[config.mk]
export PLATFORM = sky130hd
export DESIGN_NAME = ram_byte_master_flat
export DESIGN_NICKNAME = d
export VERILOG_FILES = /design/src/rtl/ram_byte_master_if.sv /design/src/rtl/ram_byte_master.sv /design/src/flat_wrapper.sv
export SDC_FILE = /design/constraint.sdc
export NUM_CORES = 1
export LEC_CHECK = 0
export BUFFER_PORTS_ARGS = -buffer_cell sky130_fd_sc_hd__buf_2
export CELL_PAD_IN_SITES_DETAIL_PLACEMENT = 1
export CELL_PAD_IN_SITES_GLOBAL_PLACEMENT = 2
export CORE_AREA = 2 2 127 129
export CTS_BUF_LIST = sky130_fd_sc_hd__clkbuf_16
export DETAILED_ROUTE_END_ITERATION = 6
export DIE_AREA = 0 0 129 131
export HOLD_SLACK_MARGIN = 0.05
export PLACE_DENSITY = 0.79
export SLEW_MARGIN = 20
export SYNTH_ARGS = -nofsm -noshare
export SYNTH_HDL_FRONTEND = slang
export SYNTH_SLANG_ARGS = --single-unit
[constraint.sdc]
create_clock -name CLK -period 2.7 [get_ports CLK]
set_input_delay 0 -clock CLK [delete_from_list [all_inputs] [get_ports CLK]]
set_output_delay 0 -clock CLK [all_outputs]
set_load 0.05 [all_outputs]
[src/rtl/ram_byte_master_if.sv]
// Pipeline-side request/response bus plus the byte-wide RAM bus of ram_byte_master.
// When RAM_BYTE_MASTER_SIGNEXT_EN is defined, the interface also carries req_signed.
interface ram_byte_master_if #(
    parameter int unsigned ADDR_W = 19
);
    // Pipeline request
    logic              req_valid;
    logic              req_ready;
    logic              req_we;
    logic [1:0]        req_size;
    logic [ADDR_W-1:0] req_addr;
    logic [31:0]       req_wdata;
`ifdef RAM_BYTE_MASTER_SIGNEXT_EN
    logic              req_signed;
`endif
    // Pipeline response
    logic              rsp_valid;
    logic              rsp_err;
    logic [31:0]       rsp_rdata;
    logic              stall;
    // Byte-wide RAM
    logic [ADDR_W-1:0] A;
    logic [7:0]        D;
    logic              RD;
    logic              WR;
    logic [7:0]        S;

    modport master (
`ifdef RAM_BYTE_MASTER_SIGNEXT_EN
        input  req_signed,
`endif
        input  req_valid, req_we, req_size, req_addr, req_wdata, S,
        output req_ready, rsp_valid, rsp_err, rsp_rdata, stall, A, D, RD, WR
    );

    modport slave (
`ifdef RAM_BYTE_MASTER_SIGNEXT_EN
        output req_signed,
`endif
        output req_valid, req_we, req_size, req_addr, req_wdata, S,
        input  req_ready, rsp_valid, rsp_err, rsp_rdata, stall, A, D, RD, WR
    );
endinterface

[src/rtl/ram_byte_master.sv]
// Byte-wide RAM initiator: turns one byte/half/word load or store from the MEM stage
// into single-byte RAM beats and returns a 32-bit response with a stall indication.
// Optional feature macro: RAM_BYTE_MASTER_SIGNEXT_EN (sign-extended byte/half loads).
module ram_byte_master #(
    parameter int unsigned ADDR_W = 19,
    parameter int unsigned RD_LAT = 1
) (
    input logic               CLK,
    input logic               RST,
    ram_byte_master_if.master bus
);

    typedef enum logic [1:0] {StIdle, StWbeat, StRbeat, StDone} state_e;

    localparam logic [2:0]        LatMax  = 3'(RD_LAT);
    localparam logic [ADDR_W-1:0] AddrOne = ADDR_W'(1);

    state_e            state_q, state_d;
    logic [ADDR_W-1:0] a_q;
    logic [31:0]       wdata_q;
    logic [31:0]       rdata_q;
    logic [1:0]        beat_q;
    logic [1:0]        last_q;     // index of the final beat: 0, 1 or 3
    logic [2:0]        lat_q;      // cycle within a read beat
    logic              err_q;
`ifdef RAM_BYTE_MASTER_SIGNEXT_EN
    logic              signed_q;
`endif

    logic              accept;
    logic              req_err;
    logic [1:0]        req_last;

    assign accept = (state_q == StIdle) && bus.req_valid;

    // Decode size/alignment of the request currently presented
    always_comb begin
        req_err  = 1'b0;
        req_last = 2'd0;
        unique case (bus.req_size)
            2'b00: req_last = 2'd0;
            2'b01: begin
                req_last = 2'd1;
                req_err  = bus.req_addr[0];
            end
            2'b10: begin
                req_last = 2'd3;
                req_err  = |bus.req_addr[1:0];
            end
            default: req_err = 1'b1;
        endcase
    end

    // FSM state register
    always_ff @(posedge CLK or posedge RST) begin
        if (RST) begin
            state_q <= StIdle;
        end else begin
            state_q <= state_d;
        end
    end

    // FSM next-state logic
    always_comb begin
        state_d = state_q;
        unique case (state_q)
            StIdle: begin
                if (bus.req_valid) begin
                    if (req_err) begin
                        state_d = StDone;
                    end else if (bus.req_we) begin
                        state_d = StWbeat;
                    end else begin
                        state_d = StRbeat;
                    end
                end
            end
            StWbeat: begin
                if (beat_q == last_q) begin
                    state_d = StDone;
                end
            end
            StRbeat: begin
                if ((lat_q == LatMax) && (beat_q == last_q)) begin
                    state_d = StDone;
                end
            end
            StDone:  state_d = StIdle;
            default: state_d = StIdle;
        endcase
    end

    // Request latch, beat/latency counters, address stepping and read-data capture
    always_ff @(posedge CLK or posedge RST) begin
        if (RST) begin
            a_q      <= '0;
            wdata_q  <= '0;
            rdata_q  <= '0;
            beat_q   <= '0;
            last_q   <= '0;
            lat_q    <= '0;
            err_q    <= 1'b0;
`ifdef RAM_BYTE_MASTER_SIGNEXT_EN
            signed_q <= 1'b0;
`endif
        end else if (accept) begin
            // A keeps its last value on an error since no beat is issued
            if (!req_err) begin
                a_q <= bus.req_addr;
            end
            wdata_q  <= bus.req_wdata;
            rdata_q  <= '0;
            beat_q   <= '0;
            last_q   <= req_last;
            lat_q    <= '0;
            err_q    <= req_err;
`ifdef RAM_BYTE_MASTER_SIGNEXT_EN
            signed_q <= bus.req_signed;
`endif
        end else if (state_q == StWbeat) begin
            if (beat_q != last_q) begin
                beat_q <= beat_q + 2'd1;
                a_q    <= a_q + AddrOne;
            end
        end else if (state_q == StRbeat) begin
            if (lat_q == LatMax) begin
                lat_q                        <= '0;
                rdata_q[{beat_q, 3'b000} +: 8] <= bus.S;
                if (beat_q != last_q) begin
                    beat_q <= beat_q + 2'd1;
                    a_q    <= a_q + AddrOne;
                end
            end else begin
                lat_q <= lat_q + 3'd1;
            end
        end
    end

    // Outputs decoded from state and the latched request
    always_comb begin
        bus.req_ready = (state_q == StIdle);
        bus.rsp_valid = (state_q == StDone);
        bus.stall     = ((state_q == StIdle) && bus.req_valid) ||
                        (state_q == StWbeat) || (state_q == StRbeat);
        bus.rsp_err   = err_q;
        bus.A         = a_q;
        bus.WR        = (state_q == StWbeat);
        bus.RD        = (state_q == StRbeat);
        bus.D         = (state_q == StWbeat) ? wdata_q[{beat_q, 3'b000} +: 8] : 8'h00;
        // Upper bytes of rdata_q stay zero for byte/half loads, stores and errors
        bus.rsp_rdata = rdata_q;
`ifdef RAM_BYTE_MASTER_SIGNEXT_EN
        if (signed_q) begin
            if (last_q == 2'd0) begin
                bus.rsp_rdata = {{24{rdata_q[7]}}, rdata_q[7:0]};
            end else if (last_q == 2'd1) begin
                bus.rsp_rdata = {{16{rdata_q[15]}}, rdata_q[15:0]};
            end
        end
`endif
    end

endmodule

[src/flat_wrapper.sv]
// flat-port wrapper written by rule: the top's interface ports become plain ports
module ram_byte_master_flat 
#(
    parameter int unsigned ADDR_W = 19,
    parameter int unsigned RD_LAT = 1
)
  (CLK, RST, bus_req_valid, bus_req_we, bus_req_size, bus_req_addr, bus_req_wdata, bus_S, bus_req_ready, bus_rsp_valid, bus_rsp_err, bus_rsp_rdata, bus_stall, bus_A, bus_D, bus_RD, bus_WR);
  ram_byte_master_if #(.ADDR_W(ADDR_W)) bus_i ();
  input logic CLK;
  input logic RST;
  input wire logic [$bits(bus_i.req_valid)-1:0] bus_req_valid;
  input wire logic [$bits(bus_i.req_we)-1:0] bus_req_we;
  input wire logic [$bits(bus_i.req_size)-1:0] bus_req_size;
  input wire logic [$bits(bus_i.req_addr)-1:0] bus_req_addr;
  input wire logic [$bits(bus_i.req_wdata)-1:0] bus_req_wdata;
  input wire logic [$bits(bus_i.S)-1:0] bus_S;
  output wire logic [$bits(bus_i.req_ready)-1:0] bus_req_ready;
  output wire logic [$bits(bus_i.rsp_valid)-1:0] bus_rsp_valid;
  output wire logic [$bits(bus_i.rsp_err)-1:0] bus_rsp_err;
  output wire logic [$bits(bus_i.rsp_rdata)-1:0] bus_rsp_rdata;
  output wire logic [$bits(bus_i.stall)-1:0] bus_stall;
  output wire logic [$bits(bus_i.A)-1:0] bus_A;
  output wire logic [$bits(bus_i.D)-1:0] bus_D;
  output wire logic [$bits(bus_i.RD)-1:0] bus_RD;
  output wire logic [$bits(bus_i.WR)-1:0] bus_WR;
  assign bus_i.req_valid = bus_req_valid;
  assign bus_i.req_we = bus_req_we;
  assign bus_i.req_size = bus_req_size;
  assign bus_i.req_addr = bus_req_addr;
  assign bus_i.req_wdata = bus_req_wdata;
  assign bus_i.S = bus_S;
  assign bus_req_ready = bus_i.req_ready;
  assign bus_rsp_valid = bus_i.rsp_valid;
  assign bus_rsp_err = bus_i.rsp_err;
  assign bus_rsp_rdata = bus_i.rsp_rdata;
  assign bus_stall = bus_i.stall;
  assign bus_A = bus_i.A;
  assign bus_D = bus_i.D;
  assign bus_RD = bus_i.RD;
  assign bus_WR = bus_i.WR;
  ram_byte_master #(.ADDR_W(ADDR_W), .RD_LAT(RD_LAT)) u_core (.CLK(CLK), .RST(RST), .bus(bus_i));
endmodule
* Yosys cells after proc, flatten, opt, wreduce, memory -nomap -nowiden
Cells that the tools add are included. Widths: inputs -> output; s select.
Word-level totals: input bits 65, register bits 93, word-level logic and storage cells 73
Operators by class: reductions and logical operators 16, add/subtract/negate cells 4, equality and inequality tests 13, shift operators 3, mux-type cells 29
Operators by type and width (count):
- $mux 32 | 4
- $mux 19 | 6
- $bwmux 32 | 1
- $shift 8x7->32 const A | 1
- $shiftx 32x6->8 | 1
- $shiftx 8x7->32 | 1
- $mux 2 | 10
- $add 19x1->19 const B | 1
- $mux 3 | 4
- $reduce_and 3->1 | 3
- $mux 8 | 1
- $pmux 2 s4 | 1
- $neg 5->7 | 1
- $eq 2x2->1 const B | 3
- $ne 2x1->1 const B | 3
- $reduce_bool 3->1 | 2
- $eq 2x1->1 const B | 2
- $logic_not 2->1 | 2
- $ne 2x2->1 const B | 2
- $pmux 2 s2 | 1
- $reduce_and 2->1 | 2
- $reduce_bool 2->1 | 2
- $add 3x1->3 const B | 1
- $eq 3x1->1 const B | 1
- other kinds (7) | 9

* Depth between registers and ports, before layout
Gate-level depths: netlist of the first run.
depth in word-level cells 7, gate-level depth with buffers 10, mapped depth without buffers 7

* Worst setup path after synthesis of the first run
No wires, ideal clock.
path type register to register, start point register u_core.state_q[0], end point register u_core.rdata_q[2], in the netlist u_core.bus.rsp_rdata[2], arrival 2.233 ns, path slack 0.337 ns, path buffers 3, clock period less this slack 2.363 ns, cell stages (with the launch flop) 11, setup time 0.130 ns, cell sequence dfrtp_1 -> inv_1 -> ha_1 -> buf_2 -> and4bb_2 -> a21oi_1 -> or2_2 -> clkbuf_1 -> buf_2 -> nand2_1 -> o21ai_0
RTL lines:
- from (decl) | RTL line ram_byte_master.sv:18 | state_e state_q, state_d;
- from (signal assigned) | RTL line ram_byte_master.sv:57 | state_q <= StIdle;
- from (signal assigned) | RTL line ram_byte_master.sv:59 | state_q <= state_d;
- $eq 2x2->1
- named net bus_RD | RTL line flat_wrapper.sv:24 | output wire logic [$bits(bus_i.RD)-1:0] bus_RD;
- $reduce_bool 2->1 (no source line)
- $reduce_and 3->1 (no source line)
- to (signal, indexed assignment) | RTL line ram_byte_master.sv:128 | rdata_q[{beat_q, 3'b000} +: 8] <= bus.S;
- to (decl) | RTL line ram_byte_master.sv:21 | logic [31:0] rdata_q;
The timed path passes the listed nets, and every way through them passes these cells. A chain may end at the register's enable or synchronous reset.

* Worst setup path after layout of the first run
start point register u_core.state_q[0], end point register u_core.a_q[13], in the netlist u_core.bus.A[13]
Between the ends: longest elaborated chain between the ends 4
RTL lines:
- $logic_not 2->1 | RTL line ram_byte_master.sv:34 | assign accept = (state_q == StIdle) && bus.req_valid;
- $logic_and 1x1->1 | RTL line ram_byte_master.sv:34
- $ne 2x2->1 (no source line) / $reduce_bool 3->1 (equally long branches)
- $reduce_and 3->1 (no source line)
- to (signal assigned) | RTL line ram_byte_master.sv:109 | a_q <= bus.req_addr;
- to (signal assigned) | RTL line ram_byte_master.sv:123 | a_q <= a_q + AddrOne;
- to (signal assigned) | RTL line ram_byte_master.sv:131 | a_q <= a_q + AddrOne;
- to (decl) | RTL line ram_byte_master.sv:19 | logic [ADDR_W-1:0] a_q;
Parallel ways exist; a longest one is shown, timed or not.

==> out/metrics.json, run 1 <==
{
  "status": "completed",
  "start_util_pct": 30.27,
  "cts_made_buffers": 9,
  "r2r_end": "u_core.bus.A[13]",
  "max_ir_drop_vdd_mv": 0.5202,
  "postRouteAntennaNets": 0,
  "timing.critical_path.to_type": "flop",
  "finalClockSkew_ns": 0.006635,
  "placementRows": 46,
  "n_fill_cell": 1848,
  "grt_first_pass_wirelength_mm": 23.92,
  "crit_path_start": "u_core.state_q[0]",
  "cts.sinks": 93,
  "most_used_flip_flop_cell_after_synthesis": "sky130_fd_sc_hd__dfrtp_1",
  "reg2reg_depth": 8,
  "fmax_mhz": 435.4,
  "vias_per_cell": 4.810,
  "num_vias": 4507,
  "final_nets": 795,
  "cts_setup_buffers": 0,
  "report.final.slew_viol_count": 0,
  "netlist_instances": 536,
  "worst_setup_hold_path_clk_slew_ns": 0.07,
  "dr.first_iter.drc_count": 153,
  "post_route_cells_drive_above_1_share_pct": 24.41,
  "port-buffer-count": 129,
  "critPathCapture": "u_core.bus.A[13]",
  "core_area_sq_mm": 0.01560,
  "synthToLayoutAreaGrowth_pct": 37.39,
  "worstHoldPathType": "in2reg",
  "max_slew.worst_pin.slew_ns": 0.7671,
  "synth.avg_cell_area_sq_um": 8.810,
  "antenna_violations_before_repair": 0,
  "ff2ff_setup_slack_ns": 0.40,
  "cap_viol_max_count": 0,
  "drc": 0,
  "synth_async_sr_flop_share_pct": 100.0,
  "critPathKind": "reg2reg",
  "final_area_sq_mm": 0.006487,
  "netlist_top_cells_area": "sky130_fd_sc_hd__dfrtp_1 49%, sky130_fd_sc_hd__nand2_1 14%, sky130_fd_sc_hd__o21ai_0 5.1%",
  "chipHeight_microns": 131,
  "final_replace_weighted_congestion": 0.7584,
  "hpwlAfterDp_mm": 10.17,
  "overflow": 0,
  "setup_viol_count_final": 0,
  "cts_resized": 0,
  "power-per-cell-area_mw_per_mm2": 1163,
  "clock-root-buffer": "sky130_fd_sc_hd__clkbuf_16",
  "grt_max_degree": 58,
  "synth.net_count": 615,
  "synth-seq-area-share_pct": 49.28,
  "synth_cell_types": 48,
  "min_period_over_period_pct": 85.06,
  "synth_top_area_share_pct": 49.28,
  "timing.critical_path.from_type": "flop",
  "die_w_microns": 129,
  "postLayoutCoreUtil_pct": 41.59,
  "synth.cell_area_sq_mm": 0.004722,
  "clkLatencyLatePin_ns": 0.35,
  "die_area_sq_mm": 0.01690,
  "cp_data_arrival_time_ns": 2.57,
  "grt_setup_unrepaired": "false",
  "timing.max_slew.rel_slack_pct": 48.86,
  "postSynthRegisterBits": 93,
  "post_synth_edffs": 0,
  "power_mw": 7.545,
  "antenna-diode-count": 0,
  "hold_worst_slack_ns": 0.05893,
  "drt_wl_total_mm": 14.86,
  "cts_tree": "done",
  "critPathRequiredTime_ns": 2.97,
  "power.static_leakage_nw": 3.237,
  "number_of_warnings_reported_in_the_yosys_synthesis_log": 0,
  "first_pass_iters": 4,
  "synth_top_cell_by_area": "sky130_fd_sc_hd__dfrtp_1",
  "floorplan.io_pins": 130,
  "setup-tns-final_ns": 0,
  "fin_crit_period_ns": 2.297,
  "critPathMaxFanout": 34,
  "place_area_sq_mm": 0.005585,
  "first_global_vias": 4704,
  "htree_depth": 3,
  "timing_hold_violations_final": 0,
  "crit-reg2reg-launch": "u_core.state_q[0]",
  "grtUsageTotal_pct": 18.21,
  "ctsLongestPathBuffers": 2,
  "drt-wirelength-per-cell_microns": 15.86
}
kinds of logic after synthesis:
family	synth area share (%)
adders and majority gates	3.710
AOI/OAI and AO/OA	14.15
buffers and inverters	5.246
xor gates and xnor gates	0.5565
DFF	49.28
and+or+nand+nor	22.55
muxes	4.504
per-layer routing:
| metal | wire [microns] | track usage, % | vias up |
|---|---|---|---|
| met1 | 6320 | 21.49 | 2216 |
| met3 | 659 | 4.357 | 15 |
| met5 | 0 | 0 | - |
| met2 | 7655 | 32.80 | 111 |
| met4 | 224 | 5.754 | 0 |
| li1 | - | - | 2165 |
power by group:
| group | internal (mW) | leakage (nW) | switching, mW | total (mW) |
|---|---|---|---|---|
| Sequential | 1.91 | 1.18 | 0.450 | 2.36 |
| Combinational | 1.23 | 1.92 | 2.68 | 3.91 |
| Clock | 0.713 | 0.142 | 0.557 | 1.27 |
| Total | 3.86 | 3.24 | 3.69 | 7.55 |
through the flow:
stage	instances	setup WS, ns
CTS	937	0.3769
detailed placement	860	0.3834
global placement	860	0.5359
floorplan	536	0.2797
finish	937	0.4033
global route	937	0.1352
cells in the mapped netlist, drive strengths merged, types with 3 or more instances:
master,count
mux4,8
or2,4
a21oi,32
a31oi,4
o22ai,8
inv,23
buf,14
ha,14
o31ai,8
dfrtp,93
and2,11
nand3,8
o21ai,49
and4,5
nand4,9
nor2,15
xnor2,3
nand2,181
clkbuf,19
cell type report:
type	count	area [sq um]	area share, %
clock buffer	9	225.2	3.472
clock inverter	7	66.31	1.022
inverter	23	88.84	1.369
multi-input combinational	387	2151	33.15
sequential	93	2327	35.87
tap	216	270.3	4.166
timing repair buffer	202	1359	20.94
critical path: stages, from the launching register on:
cell	delay, ns
sky130_fd_sc_hd__dfrtp_1	0.42
sky130_fd_sc_hd__inv_1	0.12
sky130_fd_sc_hd__ha_1	0.22
sky130_fd_sc_hd__and2_2	0.38
sky130_fd_sc_hd__o211ai_1	0.31
sky130_fd_sc_hd__o21ai_2	0.12
sky130_fd_sc_hd__buf_4	0.34
sky130_fd_sc_hd__o21ai_0	0.15
sky130_fd_sc_hd__a22oi_1	0.16
worst min path at each step:
stage / from / endpoint / slack [ns] / cells past startpoint
after floorplan: bus_req_wdata[0] / u_core.wdata_q[0] / 0.11 / 2
after global placement: bus_req_wdata[5] / u_core.wdata_q[5] / 0.19 / 3
after detailed placement: RST / u_core.bus.rsp_rdata[26] / 0.19 / 2
after CTS: bus_req_size[0] / u_core.last_q[0] / 0.05 / 4
after global routing: bus_req_we / u_core.state_q[1] / 0.08 / 3
final: bus_req_we / u_core.state_q[1] / 0.06 / 3
cell usage in the layout, fill, tap and decap left out, types with 2 or more instances in the layout:
master and count:
sky130_fd_sc_hd__a211oi_1 2, sky130_fd_sc_hd__a21o_1 2, sky130_fd_sc_hd__a21oi_1 32, sky130_fd_sc_hd__a22oi_1 2, sky130_fd_sc_hd__a31oi_1 4, sky130_fd_sc_hd__a41o_1 2
sky130_fd_sc_hd__and2_1 9, sky130_fd_sc_hd__and4_1 5, sky130_fd_sc_hd__buf_2 129, sky130_fd_sc_hd__buf_4 11, sky130_fd_sc_hd__clkbuf_16 9, sky130_fd_sc_hd__clkinv_1 2
sky130_fd_sc_hd__dfrtp_1 93, sky130_fd_sc_hd__dlygate4sd3_1 61, sky130_fd_sc_hd__ha_1 14, sky130_fd_sc_hd__inv_1 23, sky130_fd_sc_hd__mux2_2 2, sky130_fd_sc_hd__mux4_2 8
sky130_fd_sc_hd__nand2_1 180, sky130_fd_sc_hd__nand3_1 8, sky130_fd_sc_hd__nand4_1 9, sky130_fd_sc_hd__nor2_1 15, sky130_fd_sc_hd__o21ai_0 48, sky130_fd_sc_hd__o22ai_1 8
sky130_fd_sc_hd__o31ai_1 8, sky130_fd_sc_hd__or2_2 3, sky130_fd_sc_hd__or3_1 2, sky130_fd_sc_hd__xnor2_1 3
registers in the layout (all words and copies together) (netlist names):
register / cells
u_core.bus.rsp_rdata: 32
u_core.wdata_q: 32
u_core.bus.rsp_err: 1
u_core.last_q: 2
u_core.beat_q: 2
u_core.lat_q: 3
u_core.bus.A: 19
u_core.state_q: 2
timing repair:
item | 4_1_cts | 5_1_grt
hold buffers | 61 | 0
setup endpoints to repair | 0 | 0
hold endpoints to repair | 140 | 0
(Power assumes the default switching activity.)
==> inputs of run 2 (changes only) <==
--- a/config.mk
+++ b/config.mk
@@ -13,7 +13,7 @@
 export DETAILED_ROUTE_END_ITERATION = 6
 export DIE_AREA = 0 0 129 131
 export HOLD_SLACK_MARGIN = 0.05
-export PLACE_DENSITY = 0.79
+export PLACE_DENSITY_LB_ADDON = 0.1
 export SLEW_MARGIN = 20
 export SYNTH_ARGS = -nofsm -noshare
 export SYNTH_HDL_FRONTEND = slang
==> run 2 against run 1 <==
Effect of this change:
- routed wire length decreased by 2.0%
- clock power grew 8%
- power increased by 1.3%
- sequential cell count stayed put
- final area down 0.25%
- critical endpoint is now u_core.bus.A[8]
- largest cell class unchanged
==> out/metrics.json, run 2 (synthesis gave the netlist of run 1 again) <==
{
  "post_route_cells_drive_above_1_share_pct": 24.83,
  "clkLatencyLatePin_ns": 0.35,
  "most-common-layout-cells": "180 x sky130_fd_sc_hd__nand2_1, 129 x sky130_fd_sc_hd__buf_2, 93 x sky130_fd_sc_hd__dfrtp_1, 57 x sky130_fd_sc_hd__dlygate4sd3_1, 48 x sky130_fd_sc_hd__o21ai_0",
  "min_delay_path_depth": 3,
  "first_pass_iters": 6,
  "crit_path_cell_trace": "inv_1 > ha_1 > nand4bb_1 > a22o_1 > o21ai_2 > buf_4 > a21oi_1 > a21oi_1",
  "core_area_sq_mm": 0.01560,
  "dr.first_iter.drc_count": 122,
  "crit-reg2reg-launch": "u_core.state_q[0]",
  "ff2ff_setup_slack_ns": 0.22,
  "final_common_cell": "sky130_fd_sc_hd__nand2_1",
  "final_replace_weighted_congestion": 0.7550,
  "drt-wirelength-per-cell_microns": 15.61,
  "postCtsHoldBufs": 57,
  "grtUsageTotal_pct": 17.87,
  "fin_crit_period_ns": 2.482,
  "postRouteAntennaNets": 0,
  "hold-path-endpoint": "u_core.bus.A[17]",
  "setup-tns-final_ns": 0,
  "max_ir_drop_vdd_mv": 0.4896,
  "overflow": 0,
  "synthToLayoutAreaGrowth_pct": 37.04,
  "timing_hold_violations_final": 0,
  "chipHeight_microns": 131,
  "cts_tree": "done",
  "die_area_sq_mm": 0.01690,
  "setup_viol_count_final": 0,
  "critPathMaxFanout": 22,
  "drc": 0,
  "multi_input_comb_area_sq_mm": 0.002151,
  "power.static_leakage_nw": 3.232,
  "power-per-cell-area_mw_per_mm2": 1181,
  "reg2reg_depth": 8,
  "n_fill_cell": 1876,
  "cts.sinks": 93,
  "critPathMostFrequentCell": "sky130_fd_sc_hd__a21oi_1",
  "grt_max_degree": 53,
  "floorplan.io_pins": 130,
  "layout.area.seq_sq_mm": 0.002327,
  "finalClockSkew_ns": 0.005728,
  "min_period_over_period_pct": 91.93,
  "timing.max_slew.rel_slack_pct": 42.89,
  "worstHoldPathType": "in2reg",
  "start_util_pct": 30.27,
  "postLayoutCoreUtil_pct": 41.49,
  "first_global_vias": 4582,
  "grt_first_pass_wirelength_mm": 23.66,
  "die_w_microns": 129,
  "clock-root-buffer": "sky130_fd_sc_hd__clkbuf_16",
  "cts_resized": 0,
  "final_area_sq_mm": 0.006471,
  "critical_path.slowest_cell": "sky130_fd_sc_hd__o21ai_2",
  "cts_made_buffers": 9,
  "critPathRequiredTime_ns": 2.97,
  "timing.critical_path.to_type": "flop",
  "num_vias": 4398,
  "grt_setup_unrepaired": "false",
  "vias_per_cell": 4.714,
  "drt_wl_total_mm": 14.57,
  "report.final.slew_viol_count": 0,
  "hold_start": "bus_req_addr[17]",
  "cts_setup_buffers": 0,
  "timing.critical_path.slowest_cell_delay_ns": 0.69,
  "worst_setup_hold_path_clk_slew_ns": 0.07,
  "antenna-diode-count": 0,
  "ctsLongestPathBuffers": 2,
  "htree_depth": 3,
  "status": "completed",
  "antenna_violations_before_repair": 0,
  "timing.critical_path.from_type": "flop",
  "fmax_mhz": 402.9,
  "cp_data_arrival_time_ns": 2.75,
  "final_nets": 791,
  "max_slew.worst_pin.slew_ns": 0.8566,
  "hold_worst_slack_ns": 0.06201,
  "r2r_end": "u_core.bus.A[8]",
  "placementRows": 46,
  "crit_path_start": "u_core.state_q[0]",
  "port-buffer-count": 129,
  "cap_viol_max_count": 0,
  "place_area_sq_mm": 0.005585,
  "critPathKind": "reg2reg",
  "hpwlAfterDp_mm": 10.21
}
run 2: cell types whose count changed in the layout (fill, tap and decap cells not counted), sizes merged:
cell,before,now
bufinv,1,2
clkinv,3,2
dlygate4sd3,61,57
run 2: worst max path at each step:
stage / end / slack, ns / cells past startpoint
5_1_grt: u_core.bus.A[6] / 0.02 / 8
4_1_cts: u_core.bus.A[8] / 0.21 / 8
3_3_place_gp: u_core.bus.A[5] / 0.36 / 8
2_1_floorplan: u_core.beat_q[0] / 0.28 / 1
3_5_place_dp: u_core.bus.A[4] / 0.24 / 8
6_report: u_core.bus.A[8] / 0.22 / 8
run 2: per-layer routing:
metal / share of wire (%) / GRT usage (%) / up-vias
met3: 3.2 / 2.809 / 10
met4: 1.2 / 5.499 / 0
met5: 0 / 0 / -
met2: 50 / 31.28 / 85
li1: - / - / 2164
met1: 46 / 22.82 / 2139
run 2: power by group:
part / total (mW) / internal [mW] / leakage (nW) / switching (mW)
combinational: 3.93 / 1.23 / 1.90 / 2.69
sequential: 2.35 / 1.91 / 1.18 / 0.434
clock: 1.37 / 0.808 / 0.157 / 0.561
run 2: cell type report:
type / count / area share, %
inverter: 23 / 1.373
multi-input combinational: 387 / 33.24
sequential: 93 / 35.96
timing repair buffer: 198 / 20.38
tap: 216 / 4.176
clock buffer: 9 / 3.480
clock inverter: 7 / 1.392
run 2: critical path: cells and delay by family (launching register included):
family | cells | cell delay [ns]
AND/OR/NAND/NOR | 1 | 0.12
flip-flops | 1 | 0.41
adder cells (fa/ha/maj) | 1 | 0.33
AO/OA/AOI/OAI | 4 | 1.16
buffers and inverters | 2 | 0.38
run 2: through the flow:
stage          setup slack [ns]  cells  total power, mW
2_1_floorplan            0.2797    536            5.270
3_3_place_gp             0.3614    860            6.156
3_5_place_dp             0.2435    860            6.281
4_1_cts                  0.2116    933            7.752
5_1_grt                 0.01789    933            8.226
6_report                 0.2180    933            7.643
==> inputs of run 3 (changes only) <==
--- a/config.mk
+++ b/config.mk
@@ -7,11 +7,12 @@
 export LEC_CHECK = 0
 export BUFFER_PORTS_ARGS = -buffer_cell sky130_fd_sc_hd__buf_2
 export CELL_PAD_IN_SITES_DETAIL_PLACEMENT = 1
-export CELL_PAD_IN_SITES_GLOBAL_PLACEMENT = 2
-export CORE_AREA = 2 2 127 129
+export CELL_PAD_IN_SITES_GLOBAL_PLACEMENT = 1
+export CORE_AREA = 2 2 114 116
 export CTS_BUF_LIST = sky130_fd_sc_hd__clkbuf_16
 export DETAILED_ROUTE_END_ITERATION = 6
-export DIE_AREA = 0 0 129 131
+export DIE_AREA = 0 0 116 118
+export GPL_ROUTABILITY_DRIVEN = 0
 export HOLD_SLACK_MARGIN = 0.05
 export PLACE_DENSITY_LB_ADDON = 0.1
 export SLEW_MARGIN = 20
==> constraint.sdc (replaced) <==
create_clock -name CLK -period 2.3 [get_ports CLK]
set_input_delay 0 -clock CLK [delete_from_list [all_inputs] [get_ports CLK]]
set_output_delay 0 -clock CLK [all_outputs]
set_load 0.05 [all_outputs]
==> run 3 against run 2 <==
Effect of this change:
- critical path depth down 1
- first-iteration DRC count up 83%
- critical endpoint is now u_core.bus.rsp_rdata[21]
- routed wire length down 0.46%
- via count up 2.0%
- maximum frequency up 19%
- power up 18%
- sequential power up 17%
==> out/metrics.json, run 3 (synthesis gave the netlist of run 1 again) <==
{
  "status": "completed",
  "worst_path_dominant_cell_family": "simple AND/OR/NAND/NOR gates",
  "htree_depth": 3,
  "num_vias": 4484,
  "first_pass_iters": 4,
  "worst_setup_hold_path_clk_slew_ns": 0.06,
  "chipHeight_microns": 118,
  "critical_path.slowest_cell": "sky130_fd_sc_hd__dfrtp_1",
  "die_w_microns": 116,
  "first_global_vias": 4688,
  "critPathMaxFanout": 28,
  "grt_first_pass_wirelength_mm": 23.52,
  "worstHoldPathType": "in2reg",
  "cts_tree": "done",
  "finalClockSkew_ns": 0.004775,
  "clkLatencyLatePin_ns": 0.35,
  "clock-root-buffer": "sky130_fd_sc_hd__clkbuf_16",
  "grt_max_degree": 94,
  "cts.sinks": 93,
  "timing_hold_violations_final": 0,
  "max_slew.worst_pin.slew_ns": 0.5327,
  "start_util_pct": 38.04,
  "power-per-cell-area_mw_per_mm2": 1391,
  "core_area_sq_mm": 0.01241,
  "timing.critical_path.slowest_cell_delay_ns": 0.41,
  "critPathKind": "reg2reg",
  "synthToLayoutAreaGrowth_pct": 37.78,
  "hold_worst_slack_ns": 0.05192,
  "timing.critical_path.to_type": "flop",
  "dr.first_iter.drc_count": 223,
  "grt_setup_unrepaired": "false",
  "antenna-diode-count": 0,
  "postRouteAntennaNets": 0,
  "max_ir_drop_vdd_mv": 0.6414,
  "die_area_sq_mm": 0.01369,
  "cts_made_buffers": 9,
  "cp_data_arrival_time_ns": 2.33,
  "hpwlAfterDp_mm": 9.324,
  "floorplan.io_pins": 130,
  "post_route_cells_drive_above_1_share_pct": 25.10,
  "critPathRequiredTime_ns": 2.54,
  "drt_wl_total_mm": 14.50,
  "final_nets": 799,
  "critPathBufInv": 2,
  "report.final.slew_viol_count": 0,
  "antenna_violations_before_repair": 0,
  "power_mw": 9.052,
  "cap_viol_max_count": 0,
  "setup-tns-final_ns": 0,
  "drt-wirelength-per-cell_microns": 16.17,
  "timing.max_slew.rel_slack_pct": 64.48,
  "drc": 0,
  "most-common-layout-cells": "180 x sky130_fd_sc_hd__nand2_1, 129 x sky130_fd_sc_hd__buf_2, 93 x sky130_fd_sc_hd__dfrtp_1, 60 x sky130_fd_sc_hd__dlygate4sd3_1, 48 x sky130_fd_sc_hd__o21ai_0",
  "crit_path_cell_trace": "inv_1 > ha_1 > and2_4 > buf_12 > a21oi_1 > or2_2 > o31ai_1",
  "timing.critical_path.from_type": "flop",
  "fin_crit_period_ns": 2.091,
  "setup_viol_count_final": 0,
  "fmax_mhz": 478.2,
  "overflow": 0,
  "vias_per_cell": 4.999,
  "min_period_over_period_pct": 90.92,
  "port-buffer-count": 129,
  "final_common_cell": "sky130_fd_sc_hd__nand2_1",
  "power.static_leakage_nw": 3.262,
  "n_fill_cell": 1497,
  "ctsLongestPathBuffers": 2,
  "placementRows": 41,
  "grtUsageTotal_pct": 21.86
}
==> run 3: final timing paths <==
kind                       cells after the start  slack (ns)          startpoint                       end
max                                            7        0.21   u_core.state_q[0]  u_core.bus.rsp_rdata[21]
min                                            3        0.05     bus_req_addr[2]           u_core.bus.A[2]
max reg2reg                                    7        0.21   u_core.state_q[0]  u_core.bus.rsp_rdata[21]
min reg2reg                                    2        0.47  u_core.wdata_q[12]        u_core.wdata_q[12]
max in group asynchronous                      4        1.55                 RST           u_core.bus.A[9]
min in group asynchronous                      4        0.32                 RST  u_core.bus.rsp_rdata[25]
==> run 3: layout make-up <==
class	instances	area, sq um	share of cell area (%)
flip-flops and latches	93	2327	35.77
multi-input cells	387	2162	33.23
repair buffers	206	1429	21.96
clock buffers	9	225.2	3.462
well taps	172	215.2	3.308
inverters	23	90.09	1.385
clock inverters	7	57.56	0.8846
==> run 3: worst reg2reg max path, stage by stage (launching register included) <==
cell                      delay [ns]
sky130_fd_sc_hd__dfrtp_1        0.41
sky130_fd_sc_hd__inv_1          0.12
sky130_fd_sc_hd__ha_1           0.23
sky130_fd_sc_hd__and2_4         0.24
sky130_fd_sc_hd__buf_12         0.21
sky130_fd_sc_hd__a21oi_1        0.07
sky130_fd_sc_hd__or2_2          0.41
sky130_fd_sc_hd__o31ai_1        0.30
==> run 3: stage by stage <==
stage	setup WS, ns	instance area [sq um]	cells	util (%)
4_1_cts	0.04730	6445	893	51.91
6_report	0.2088	6506	897	52.41
3_5_place_dp	0.01610	5554	817	44.74
3_3_place_gp	0.1302	5554	817	44.74
2_1_floorplan	0.02819	4728	536	-
5_1_grt	0.02383	6506	897	52.41
==> run 3: power breakdown <==
part | leakage (nW) | internal, mW | switching (mW) | total (mW)
registers | 1.18 | 2.25 | 0.506 | 2.75
clock network | 0.139 | 0.826 | 0.634 | 1.46
logic | 1.94 | 1.62 | 3.22 | 4.84
==> run 3: timing repair <==
item,in CTS,in global routing
gates cloned,0,1
endpoints found under the setup margin,2,12
pin swaps,0,1
endpoints found under the hold margin,176,0
hold buffers,60,0
resized for setup,1,2
buffers inserted,0,3
==> run 3: routing by layer <==
layer  wire, microns  GRT usage, %  vias to the layer above
met5               0             0                        -
met4             229         7.217                        0
met3             438         3.141                       16
met2            7438         37.24                       96
met1            6394         28.33                     2198
li1                -             -                     2174
